`src/rtl/dro_bank_scheduler.sv`:
```
// dro_bank_scheduler: shares one pulse-issue slot between a write port (set pulse)
// and a read port (reset pulse, then capture of the cell's out toggle) across a
// bank of N_CELL dro cells, keeping a minimum spacing between pulses to any cell.
// Optional feature macro: DRO_SHADOW_CHK_EN builds a shadow copy of the expected
// cell contents and raises a sticky err when a readout disagrees with it.

module dro_bank_scheduler #(
  parameter int N_CELL    = 8,
  parameter int GUARD_CYC = 3,
  parameter int READ_LAT  = 2,
  localparam int AW       = $clog2(N_CELL)
) (
  input  logic              clk,
  input  logic              rst_n,
  input  logic              wr_req,
  input  logic [AW-1:0]     wr_addr,
  output logic              wr_ack,
  input  logic              rd_req,
  input  logic [AW-1:0]     rd_addr,
  output logic              rd_valid,
  output logic              rd_data,
  output logic [N_CELL-1:0] set_tgl,
  output logic [N_CELL-1:0] reset_tgl,
  input  logic [N_CELL-1:0] dro_out,
  output logic              err
);

  localparam int GW = $clog2(GUARD_CYC + 1);
  localparam int WW = $clog2(READ_LAT + 1);
  // The grant cycle itself counts towards the spacing, so the counter is loaded
  // one short: a cell granted on edge k becomes eligible again on edge k+GUARD_CYC.
  localparam logic [GW-1:0] GUARD_LOAD = GW'(GUARD_CYC - 1);
  localparam logic [WW-1:0] WAIT_LOAD  = WW'(READ_LAT);

  typedef enum logic {
    IDLE,
    RD_WAIT
  } state_t;

  state_t            state;
  logic              rr;
  logic [WW-1:0]     wait_cnt;
  logic [AW-1:0]     rd_cell;
  logic [N_CELL-1:0] out_last;
  logic              primed;
  logic [GW-1:0]     guard_cnt [N_CELL];

  logic wr_ok;
  logic rd_ok;
  logic wr_grant;
  logic rd_grant;
  logic capture;
  logic sample;

  // Eligibility, round-robin arbitration and the readout sample for the latched cell
  always_comb begin
    wr_ok    = 1'b0;
    rd_ok    = 1'b0;
    wr_grant = 1'b0;
    rd_grant = 1'b0;
    capture  = 1'b0;
    sample   = 1'b0;
    if (state == IDLE) begin
      wr_ok = wr_req && (int'(wr_addr) < N_CELL) && (guard_cnt[wr_addr] == '0);
      rd_ok = rd_req && (int'(rd_addr) < N_CELL) && (guard_cnt[rd_addr] == '0);
    end
    wr_grant = wr_ok && (!rd_ok || !rr);
    rd_grant = rd_ok && (!wr_ok || rr);
    capture  = (state == RD_WAIT) && (wait_cnt == '0);
    sample   = dro_out[rd_cell] ^ out_last[rd_cell];
  end

  // Main controller: issues pulses, tracks the read wait and drives the registered handshakes
  always_ff @(posedge clk or negedge rst_n) begin
    if (!rst_n) begin
      state     <= IDLE;
      rr        <= 1'b0;
      wait_cnt  <= '0;
      rd_cell   <= '0;
      wr_ack    <= 1'b0;
      rd_valid  <= 1'b0;
      rd_data   <= 1'b0;
      set_tgl   <= '0;
      reset_tgl <= '0;
    end else begin
      wr_ack   <= 1'b0;
      rd_valid <= 1'b0;
      case (state)
        IDLE: begin
          if (wr_grant) begin
            set_tgl[wr_addr] <= ~set_tgl[wr_addr];
            wr_ack           <= 1'b1;
            rr               <= 1'b1;
          end else if (rd_grant) begin
            reset_tgl[rd_addr] <= ~reset_tgl[rd_addr];
            rd_cell            <= rd_addr;
            wait_cnt           <= WAIT_LOAD;
            rr                 <= 1'b0;
            state              <= RD_WAIT;
          end
        end
        RD_WAIT: begin
          if (wait_cnt != '0) begin
            wait_cnt <= wait_cnt - WW'(1);
          end else begin
            rd_data  <= sample;
            rd_valid <= 1'b1;
            state    <= IDLE;
          end
        end
        default: state <= IDLE;
      endcase
    end
  end

  // Per-cell guard counters: reload on any pulse to the cell, otherwise count down to zero
  always_ff @(posedge clk or negedge rst_n) begin
    if (!rst_n) begin
      for (int i = 0; i < N_CELL; i++) begin
        guard_cnt[i] <= '0;
      end
    end else begin
      for (int i = 0; i < N_CELL; i++) begin
        if ((wr_grant && (int'(wr_addr) == i)) || (rd_grant && (int'(rd_addr) == i))) begin
          guard_cnt[i] <= GUARD_LOAD;
        end else if (guard_cnt[i] != '0) begin
          guard_cnt[i] <= guard_cnt[i] - GW'(1);
        end
      end
    end
  end

  // Reference level of each out line: primed once after reset, refreshed on every readout
  always_ff @(posedge clk or negedge rst_n) begin
    if (!rst_n) begin
      out_last <= '0;
      primed   <= 1'b0;
    end else if (!primed) begin
      out_last <= dro_out;
      primed   <= 1'b1;
    end else if (capture) begin
      out_last[rd_cell] <= dro_out[rd_cell];
    end
  end

`ifdef DRO_SHADOW_CHK_EN
  logic [N_CELL-1:0] shadow;

  // Shadow of expected cell contents; a readout that disagrees sets err until reset
  always_ff @(posedge clk or negedge rst_n) begin
    if (!rst_n) begin
      shadow <= '0;
      err    <= 1'b0;
    end else begin
      if (wr_grant) begin
        shadow[wr_addr] <= 1'b1;
      end
      if (capture) begin
        shadow[rd_cell] <= 1'b0;
        if (sample != shadow[rd_cell]) begin
          err <= 1'b1;
        end
      end
    end
  end
`else
  assign err = 1'b0;
`endif

endmodule
```
`config.mk`:
```
export PLATFORM = sky130hd
export DESIGN_NAME = dro_bank_scheduler
export DESIGN_NICKNAME = d
export VERILOG_FILES = /design/src/rtl/dro_bank_scheduler.sv
export SDC_FILE = /design/constraint.sdc
export NUM_CORES = 1
export LEC_CHECK = 0
export CAP_MARGIN = 0
export CORE_AREA = 10 10 65 120
export CTS_CLUSTER_DIAMETER = 60
export DETAILED_ROUTE_END_ITERATION = 8
export DIE_AREA = 0 0 75 130
export GPL_ROUTABILITY_DRIVEN = 0
export PLACE_DENSITY_LB_ADDON = 0.3
export SYNTH_ARGS = -nofsm -noshare
export SYNTH_HDL_FRONTEND = slang
export SYNTH_SLANG_ARGS = --single-unit
export TNS_END_PERCENT = 30
```
`constraint.sdc`:
```
create_clock -name clk -period 2.9 [get_ports clk]
set_clock_uncertainty 0.2 [all_clocks]
set_input_delay 0.435 -clock clk [delete_from_list [all_inputs] [get_ports clk]]
set_output_delay 0.435 -clock clk [all_outputs]
set_load 0.01 [all_outputs]
```
==> flow_summary_export.csv, run 1 <==
group,metric,value,unit
critical_path,crit_slowest_cell,"clkdlybuf4s50_1",
clocking,cts_root_buf,"clkbuf_16",
detailed_routing,wl_per_cell,19.2,microns
placement,port_buffers,36,
sta,rsz0062_at_grt,"false",
synthesis,syn-cell-area,0.00318,sq mm
grt,grt_use_total,0.170,
layout,drive_above_1_share,0.245,
floorplanning,ioPinCount,38,
synthesis,yosys_warnings,0,
clocking,clock_latency,0.29,ns
sta,fin_tns_setup,0,ns
clocking,cts_resized,0,
sta,fin_crit,2.57,ns
status,violations,"negative hold slack",
detailed_routing,drt_wl_total,7.55,mm
clocking,cts_tree,"built",
synthesis,synth_seq_cells,51,
synthesis,synth-compound-area-share,0.133,
synthesis,synth_edf_count,0,
flow_run,cap_violations,0,
placement,dp_hpwl,6.08,mm
detailed_routing,drt_pass1_iterations,4,
grt,grt-ovfl-total,0,
status,status,"finished with violations",
grt,first_global_vias,2488,
layout,fin_cells,394,
placement,dp_slack,0.0305,ns
floorplanning,initial_core_util,0.534,
layout,areaGrowthSynthToFinish,21.7,%
floorplanning,die_w,75,microns
synthesis,postSynthAreaPerCell,11.5,sq um
detailed_routing,ant_nets,0,
synthesis,synth_top_area_cell,"dfrtp_1",
synthesis,syn_nets,304,
critical_path,worstSetupPathType,"in2reg",
floorplanning,dieArea,0.00975,sq mm
clocking,cts_sinks,51,
worst_hold_path,hp-class,"in2async",
power,peakVddDrop,0.566,mV
layout,diodes,0,
clocking,path_clk_slew,0.06,ns
critical_path,crit_path_end_kind,"register",
synthesis,synthSimpleGateAreaFrac,0.183,
detailed_routing,viasPerCell,5.88,
power,total_power,3.76,mW
critical_path,critPathMaxFanout,11,
clocking,cts_htree_levels,2,
critical_path,path_cells,"clkdlybuf4s50_1, nand2b_4, o21ai_2, o41ai_4, buf_12, a211oi_4, o31a_2",
critical_path,required,2.87,ns
sta,worstMarginPinSlew,0.731,ns
synthesis,ys.flop_type,"dfrtp_1",
layout,final_common_cell,"dfrtp_1",
layout,fin_nets,358,
floorplanning,core_area,0.00596,sq mm
floorplanning,rows,40,
critical_path,startpoint_type,"input pin",
sta,hold_viol_final,2,
clocking,clock_path_buffers,2,
power,power.density,972,mW/mm^2
synthesis,synth_area_leaders,"dfrtp_1, nor4_4, mux2_2, ha_1, xor2_1",
sta,timing.final.ws_setup,0.327,ns
sta,slew_viol_final,0,
clocking,postCtsHoldBufs,0,
floorplanning,die_y,130,microns
grt,grt_max_degree,32,
clocking,numCtsBuffers,5,
detailed_routing,drc,0,
layout,n_fill_cell,478,
grt,grt_pass1_wl,12.4,mm
synthesis,synth_top_area_frac,0.401,
sta,setup_viol_count_final,0,
power,p_leak,1.65,nW
critical_path,crit_path_max_incr_delay,0.70,ns
sta,relSlewSlack,0.513,
sta,fmax,0.389,GHz
synthesis,async_flop_share,1.00,
synthesis,synthMuxAreaShare,0.129,
detailed_routing,num_vias,2316,
synthesis,synth_cells,277,
synthesis,synth_top_family_by_area,"simple AND/OR/NAND/NOR gates",
synthesis,synth-xor-area-share,0.0578,
sta,holdWs,-0.00179,ns
critical_path,crit_buf_inv,2,
clocking,cts_setup_buffers,0,
sta,min_period_over_period,0.887,
critical_path,cp_top_family,"compound AO/OA/AOI/OAI gates",
synthesis,ys_types,54,
layout,final_cell_mix,"dfrtp_1, clkdlybuf4s50_1, inv_1",
placement,place_inst,387,
synthesis,yosysSeqAreaShare,0.401,
detailed_routing,drtIter0Drc,86,
synthesis,synth_fa_ha_area_frac,0.0354,
grt,grt_antenna_before_repair,0,
critical_path,critPathArrivalTime,2.55,ns
[cell usage after synthesis (all sizes together), types with 5 or more instances]
| cell | number |
|---|---|
| dfrtp | 51 |
| inv | 22 |
| mux2 | 21 |
| nor2 | 21 |
| nand2 | 14 |
| nor4 | 12 |
| xor2 | 12 |
| a211oi | 11 |
| buf | 10 |
| ha | 9 |
| nor3 | 9 |
| xnor2 | 9 |
| o211ai | 8 |
| mux2i | 6 |
| o21ai | 6 |
| nand2b | 5 |
[worst register-to-register path, stage by stage, from the launching register on]
cell	delay, ns
dfrtp_1	0.41
nor2_1	0.24
o221ai_2	0.16
or2_1	0.41
nor4_4	0.46
mux2_4	0.33
[sequential cells by signal, summed over array words and instances, names as in the netlist]
name       count
set_tgl        8
reset_tgl      8
wait_cnt       2
rd_cell        3
rd_valid       1
out_last       8
primed         1
state          1
guard_cnt     16
rr             1
rd_data        1
wr_ack         1
[report_power, final]
group          switching, mW  internal, mW  leakage [nW]
clock                  0.254         0.337        0.0727
combinational          0.876         0.953         0.964
sequential             0.312          1.03         0.610
total                   1.44          2.32          1.65
[path summary, 6_finish.rpt]
kind,startpoint,end,slack (ns),cells after the start
worst max register to register,guard_cnt[2],reset_tgl[4],0.59,5
worst min register to register,set_tgl[4],set_tgl[4],0.28,1
min in group clk,set_tgl[4],set_tgl[4],0.28,1
max in group asynchronous,rst_n,wait_cnt[1],1.85,2
worst min-delay path,rst_n,rd_data,-0.002,1
worst max-delay path,wr_addr[1],wait_cnt[1],0.33,7
[routing by layer]
metal	vias to the layer above	share of wire	track usage
met5	-	0	0
met4	0	0.047	0.105
met3	22	0.040	0.0373
met2	53	0.58	0.315
met1	1149	0.34	0.160
li1	1092	-	-
[stage by stage]
step	cell area [sq um]	util	hold WS [ns]
6_report	3870	0.650	-0.00179
5_1_grt	3870	0.650	0.0580
2_1_floorplan	3180	-	-0.0606
3_3_place_gp	3730	0.626	0.260
4_1_cts	3870	0.650	0.0166
3_5_place_dp	3730	0.626	0.266
[cell type report]
| cell class | instances | area (sq um) | area share |
|---|---|---|---|
| Multi-Input combinational cell | 191 | 1720 | 0.444 |
| Sequential cell | 51 | 1280 | 0.330 |
| Timing Repair Buffer | 60 | 573 | 0.148 |
| Clock buffer | 6 | 139 | 0.0359 |
| Inverter | 22 | 82.6 | 0.0213 |
| Tap cell | 63 | 78.8 | 0.0204 |
| Clock inverter | 1 | 5.00 | 0.00129 |
[logic make-up (layout without fill, tap and decap cells)]
group	Yosys count	after routing
xor gates and xnor gates	21	21
muxes	31	31
buffers and inverters	35	89
AOI/OAI and AO/OA	48	48
DFF	51	51
and+or+nand+nor	80	80
other	2	2
adders and majority gates	9	9
No activity file was read; power rests on OpenSTA's default activity.
==> inputs of run 2 (changes only) <==
CORE_AREA = 10 10 68 113   (was 10 10 65 120)
DIE_AREA = 0 0 78 123   (was 0 0 75 130)
==> run 2 against run 1 <==
- critical path depth is the same
- total power shrank 5.5%
- clock-buffer cell count is the same
- largest power group unchanged
- flip-flop and latch count is the same
- critical endpoint is now reset_tgl[6]
- cell count grew 3.3%
- the run now ends clean
- register-to-register slack lost 0.11 ns
==> flow_summary_export.csv, run 2 (synthesis results as in run 1) <==
group,metric,value,unit
grt,grt_max_degree,31,
clocking,clock_path_buffers,2,
critical_path,cp_top_family,"simple AND/OR/NAND/NOR gates",
grt,grt_pass1_wl,12.2,mm
worst_hold_path,min_path_cells,1,
worst_hold_path,hp-class,"reg2reg",
critical_path,r2r_cells,6,
power,clockPowerShare,0.116,
clocking,cts_htree_levels,2,
clocking,path_clk_slew,0.09,ns
critical_path,crit_buf_inv,2,
clocking,cts_tree,"built",
grt,grt_antenna_before_repair,0,
detailed_routing,wl_per_cell,18.2,microns
clocking,postCtsHoldBufs,1,
layout,drive_above_1_share,0.234,
critical_path,critPathArrivalTime,2.57,ns
floorplanning,rows,37,
sta,hold_viol_final,0,
sta,relSlewSlack,0.507,
sta,min_period_over_period,0.885,
sta,worstMarginPinSlew,0.734,ns
grt,first_global_vias,2548,
detailed_routing,drt_pass1_iterations,4,
layout,largest_register_ffs,16,
sta,setup_viol_count_final,0,
clocking,cts_root_buf,"clkbuf_8",
layout,stdcell_area,0.00377,sq mm
detailed_routing,viasPerCell,5.62,
sta,fmax,0.390,GHz
clocking,cts_resized,0,
critical_path,critPathMaxFanout,7,
floorplanning,initial_core_util,0.550,
clocking,numCtsBuffers,5,
layout,final_common_cell,"dfrtp_1",
floorplanning,ioPinCount,38,
layout,diodes,0,
power,power.density,942,mW/mm^2
power,p_leak,1.58,nW
clocking,clock_latency,0.32,ns
floorplanning,die_w,78,microns
layout,final_cell_mix,"dfrtp_1, clkdlybuf4s50_1, inv_1",
power,peakVddDrop,0.579,mV
floorplanning,die_y,123,microns
critical_path,worstSetupPathType,"in2reg",
power,p_sw,1.44,mW
detailed_routing,num_vias,2287,
sta,slew_viol_final,0,
critical_path,crit_slowest_cell,"clkdlybuf4s50_1",
detailed_routing,ant_nets,0,
placement,dp_hpwl,5.96,mm
critical_path,startpoint_type,"input pin",
placement,place_inst,398,
power,p_int,2.12,mW
critical_path,crit_path_max_incr_delay,0.64,ns
sta,fin_tns_setup,0,ns
layout,fin_cells,407,
critical_path,path_cells,"clkdlybuf4s50_1, or2_4, o221ai_2, or2_1, buf_4, nor4_4, mux2_4",
detailed_routing,drc,0,
sta,holdWs,0.280,ns
status,status,"finished, final reports clean",
floorplanning,core_area,0.00579,sq mm
layout,fin_nets,355,
detailed_routing,drt_wl_total,7.42,mm
clocking,cts_sinks,51,
power,combPwrFrac,0.508,
placement,port_buffers,36,
sta,fin_crit,2.57,ns
power,power_frac_seq,0.377,
clocking,cts_setup_buffers,0,
sta,rsz0062_at_grt,"false",
critical_path,path_depth,7,
power,swShare,0.404,
floorplanning,dieArea,0.00959,sq mm
grt,grt_use_total,0.162,
layout,regMostFlops,"guard_cnt",
grt,grt-ovfl-total,0,
flow_run,cap_violations,0,
detailed_routing,drtIter0Drc,121,
layout,areaGrowthSynthToFinish,18.6,%
critical_path,required,2.90,ns
placement,placed_area,0.00368,sq mm
critical_path,crit_path_end_kind,"register",
[run 2: cell types whose count changed in the layout (fill, tap and decap cells not counted), sizes merged]
cell,delta
dlygate4sd3,+1
buf,-4
clkinvlp,+1
[run 2: power by group through the flow]
| stage | logic (mW) | clock network (mW) | registers (mW) |
|---|---|---|---|
| after global placement | 1.75 | 0 | 1.34 |
| after detailed placement | 1.81 | 0 | 1.35 |
| after global routing | 2.00 | 0.444 | 1.40 |
| after CTS | 1.82 | 0.418 | 1.34 |
| final | 1.80 | 0.411 | 1.34 |
| after floorplan | 1.24 | 0 | 1.30 |
[run 2: stage by stage]
stage | worst slack (ns) | utilization | total power, mW
after floorplan | 0.728 | - | 2.54
after global placement | 0.0718 | 0.636 | 3.09
after detailed placement | 0.00433 | 0.636 | 3.16
after CTS | 0.343 | 0.652 | 3.58
after global routing | 0.227 | 0.652 | 3.84
final | 0.334 | 0.652 | 3.56
[run 2: area by class of cell]
cell class	count	area [sq um]
clock buffer	6	72.6
fill	473	2010
clock inverter	2	12.5
multi-input combinational	191	1720
inverter	22	82.6
timing repair buffer	57	515
tap	78	97.6
sequential	51	1280
[run 2: layer usage]
| layer | vias to the layer above | part of all wire | GRT usage |
|---|---|---|---|
| li1 | 1092 | - | - |
| met1 | 1121 | 0.37 | 0.155 |
| met5 | - | 0 | 0 |
| met3 | 23 | 0.039 | 0.0313 |
| met2 | 51 | 0.55 | 0.306 |
| met4 | 0 | 0.046 | 0.102 |
[run 2: worst paths after layout]
path,slack [ns],start,endpoint
min in group asynchronous,0.41,rst_n,set_tgl[2]
worst min-delay path,0.28,set_tgl[2],set_tgl[2]
worst max-delay path,0.33,rd_addr[0],reset_tgl[6]
worst min register to register,0.28,set_tgl[2],set_tgl[2]
max in group asynchronous,1.34,rst_n,out_last[3]
worst max register to register,0.48,guard_cnt[3],reset_tgl[6]
==> inputs of run 3 (changes only) <==
SLEW_MARGIN = 20   (was unset)
TNS_END_PERCENT = 1   (was 30)
==> results of run 3 <==
The final DEF is identical to that of run 2; final timing and power are the same.
==> patch, RTL diff (flow settings as in run 1) <==
Build with the macro `DRO_SHADOW_CHK_EN` defined.
--- a/src/rtl/dro_bank_scheduler.sv
+++ b/src/rtl/dro_bank_scheduler.sv
@@ -3,6 +3,8 @@
 // bank of N_CELL dro cells, keeping a minimum spacing between pulses to any cell.
 // Optional feature macro: DRO_SHADOW_CHK_EN builds a shadow copy of the expected
 // cell contents and raises a sticky err when a readout disagrees with it.
+
+`define DRO_SHADOW_CHK_EN
 
 module dro_bank_scheduler #(
   parameter int N_CELL    = 8,
Behaviour: not the same (a bounded check fails within 10 cycles, from zero or initial values and one cycle with rst_n low).
==> patch against run 1 <==
  * Routed wire length up 15%
  * Critical path depth up 1
  * Sequential cell count up 9
  * Count of clock-buffer cells in the layout up 6
  * Cell area up 11%
  * First-iteration DRC count up 140%
  * Synthesized area up 6.2%
  * Total power up 19%
  * Non-clock buffer count up 15
  * Setup slack worse by 0.15 ns
  * Global-route usage up 2.1 points
  * Largest cell class unchanged
  * Highest routed layer unchanged
==> patch: results <==
metrics = {
    "status": {
        "status": "finished, final reports clean",
    },
    "cells_and_area": {
        "nets": 416,
        "bufAreaShareNonClock": 0.1516,
        "nClkBuffers": 12,
        "inv_count": 32,
        "seqCellArea_mm2": 0.001501,
        "multi_input_area_mm2": 0.001690,
        "fill_cells": 441,
        "multi_input_gates": 211,
        "clock_area_frac": 0.05858,
        "fin_cells": 456,
        "signal_buffers": 75,
        "diodes": 0,
    },
    "cts": {
        "numCtsBuffers": 9,
        "clock_latency_ns": 0.33,
        "cts.htree.levels": 3,
    },
    "sta": {
        "post-route-period-util": 0.9392,
        "finalSetupTns_ns": 0,
        "worst_hold_slack_ns": 0.05531,
        "worst_pin_slew_ns": 0.7573,
    },
    "synth": {
        "ys_seq_elements": 60,
        "synthesis.nets": 343,
        "avgSynthCellArea_um2": 10.69,
        "ys_seq_area_frac": 0.4444,
        "synth_commonest_cells": "60 x dfrtp_1, 34 x nor2_1, 32 x inv_1, 18 x a21oi_1, 15 x mux2_2",
        "synthTopCellsByArea": "dfrtp_1 44%, mux2_2 5.0%, mux2_1 4.3%",
        "ys_types": 53,
    },
    "critical_path": {
        "cp_max_fo": 6,
        "r2r_slack_ns": 0.35,
        "r2r_end": "set_tgl[7]",
        "reg2reg_depth": 7,
        "cp_data_arrival_time_ns": 2.73,
        "crit_type": "in2reg",
        "r2r-start": "guard_cnt[9]",
    },
    "global_routing": {
        "grtUsageTotal": 0.1913,
        "grt_first_pass_wirelength_um": 14110,
        "grt_pass1_vias": 2936,
        "grt_max_degree": 61,
    },
    "placement": {
        "dpl.hpwl_um": 6483,
        "portBuffers": 37,
        "dp_cells": 441,
        "post-place-ws_ns": -0.1053,
    },
    "drt": {
        "drc_errors": 0,
        "drt-pass1-iter-count": 4,
        "drtIter0Drc": 210,
        "wl_per_cell_um": 19.00,
        "num_vias": 2699,
    },
    "pwr": {
        "p_leak_nw": 1.940,
        "vdd_ir_drop_max_uv": 566.2,
    },
}
## patch: cell types whose count changed after synthesis, sizes merged, moves of 4 or more
| cell | change |
|---|---|
| a211o | +4 |
| a21oi | +14 |
| dfrtp | +9 |
| inv | +10 |
| mux2 | +8 |
| nand3b | -4 |
| nor2 | +13 |
| nor3 | +4 |
| nor4 | -10 |
| xnor2 | -8 |
## patch: cells by family after synthesis
logic type               Yosys count  synth area share
AO/OA/AOI/OAI                     67            0.1678
XOR/XNOR                          10           0.02593
adder cells (fa/ha/maj)            9           0.03333
buffers and inverters             45           0.05519
flip-flops                        60            0.4444
multiplexers                      40            0.1526
other                              1          0.001110
AND/OR/NAND/NOR                   84            0.1196
## patch: critical path, stage by stage
cell	delay, ns
clkdlybuf4s50_1	0.56
nand2b_1	0.18
o221ai_1	0.16
o22a_2	0.30
buf_4	0.17
a2111oi_4	0.41
nand3_1	0.18
mux2_1	0.34
## patch: report_power, final
| part | switching, mW | internal (mW) |
|---|---|---|
| registers | 0.356 | 1.21 |
| clock network | 0.353 | 0.568 |
| logic | 0.971 | 1.01 |
| total | 1.68 | 2.79 |
## patch: per-stage QoR
step	utilization	cell area, um^2
4_1_cts	0.7208	4293
6_report	0.7208	4293
2_1_floorplan	-	3378
5_1_grt	0.7208	4293
3_5_place_dp	0.6786	4041
3_3_place_gp	0.6786	4041
## patch: metal layers
metal	share of wire	global-route usage	vias to the layer above
li1	-	-	1282
met1	0.35	0.1867	1308
met2	0.57	0.3421	77
met3	0.045	0.05475	32
met4	0.039	0.1076	0
met5	0	0	-
## patch: worst min path at each step
stage / from / end / depth (start not counted)
global placement: err / err / 1
finish: rst_n / guard_cnt[9] / 2
global route: rst_n / guard_cnt[9] / 2
detailed placement: err / err / 1
CTS: rst_n / guard_cnt[9] / 2
floorplan: rst_n / err / 0
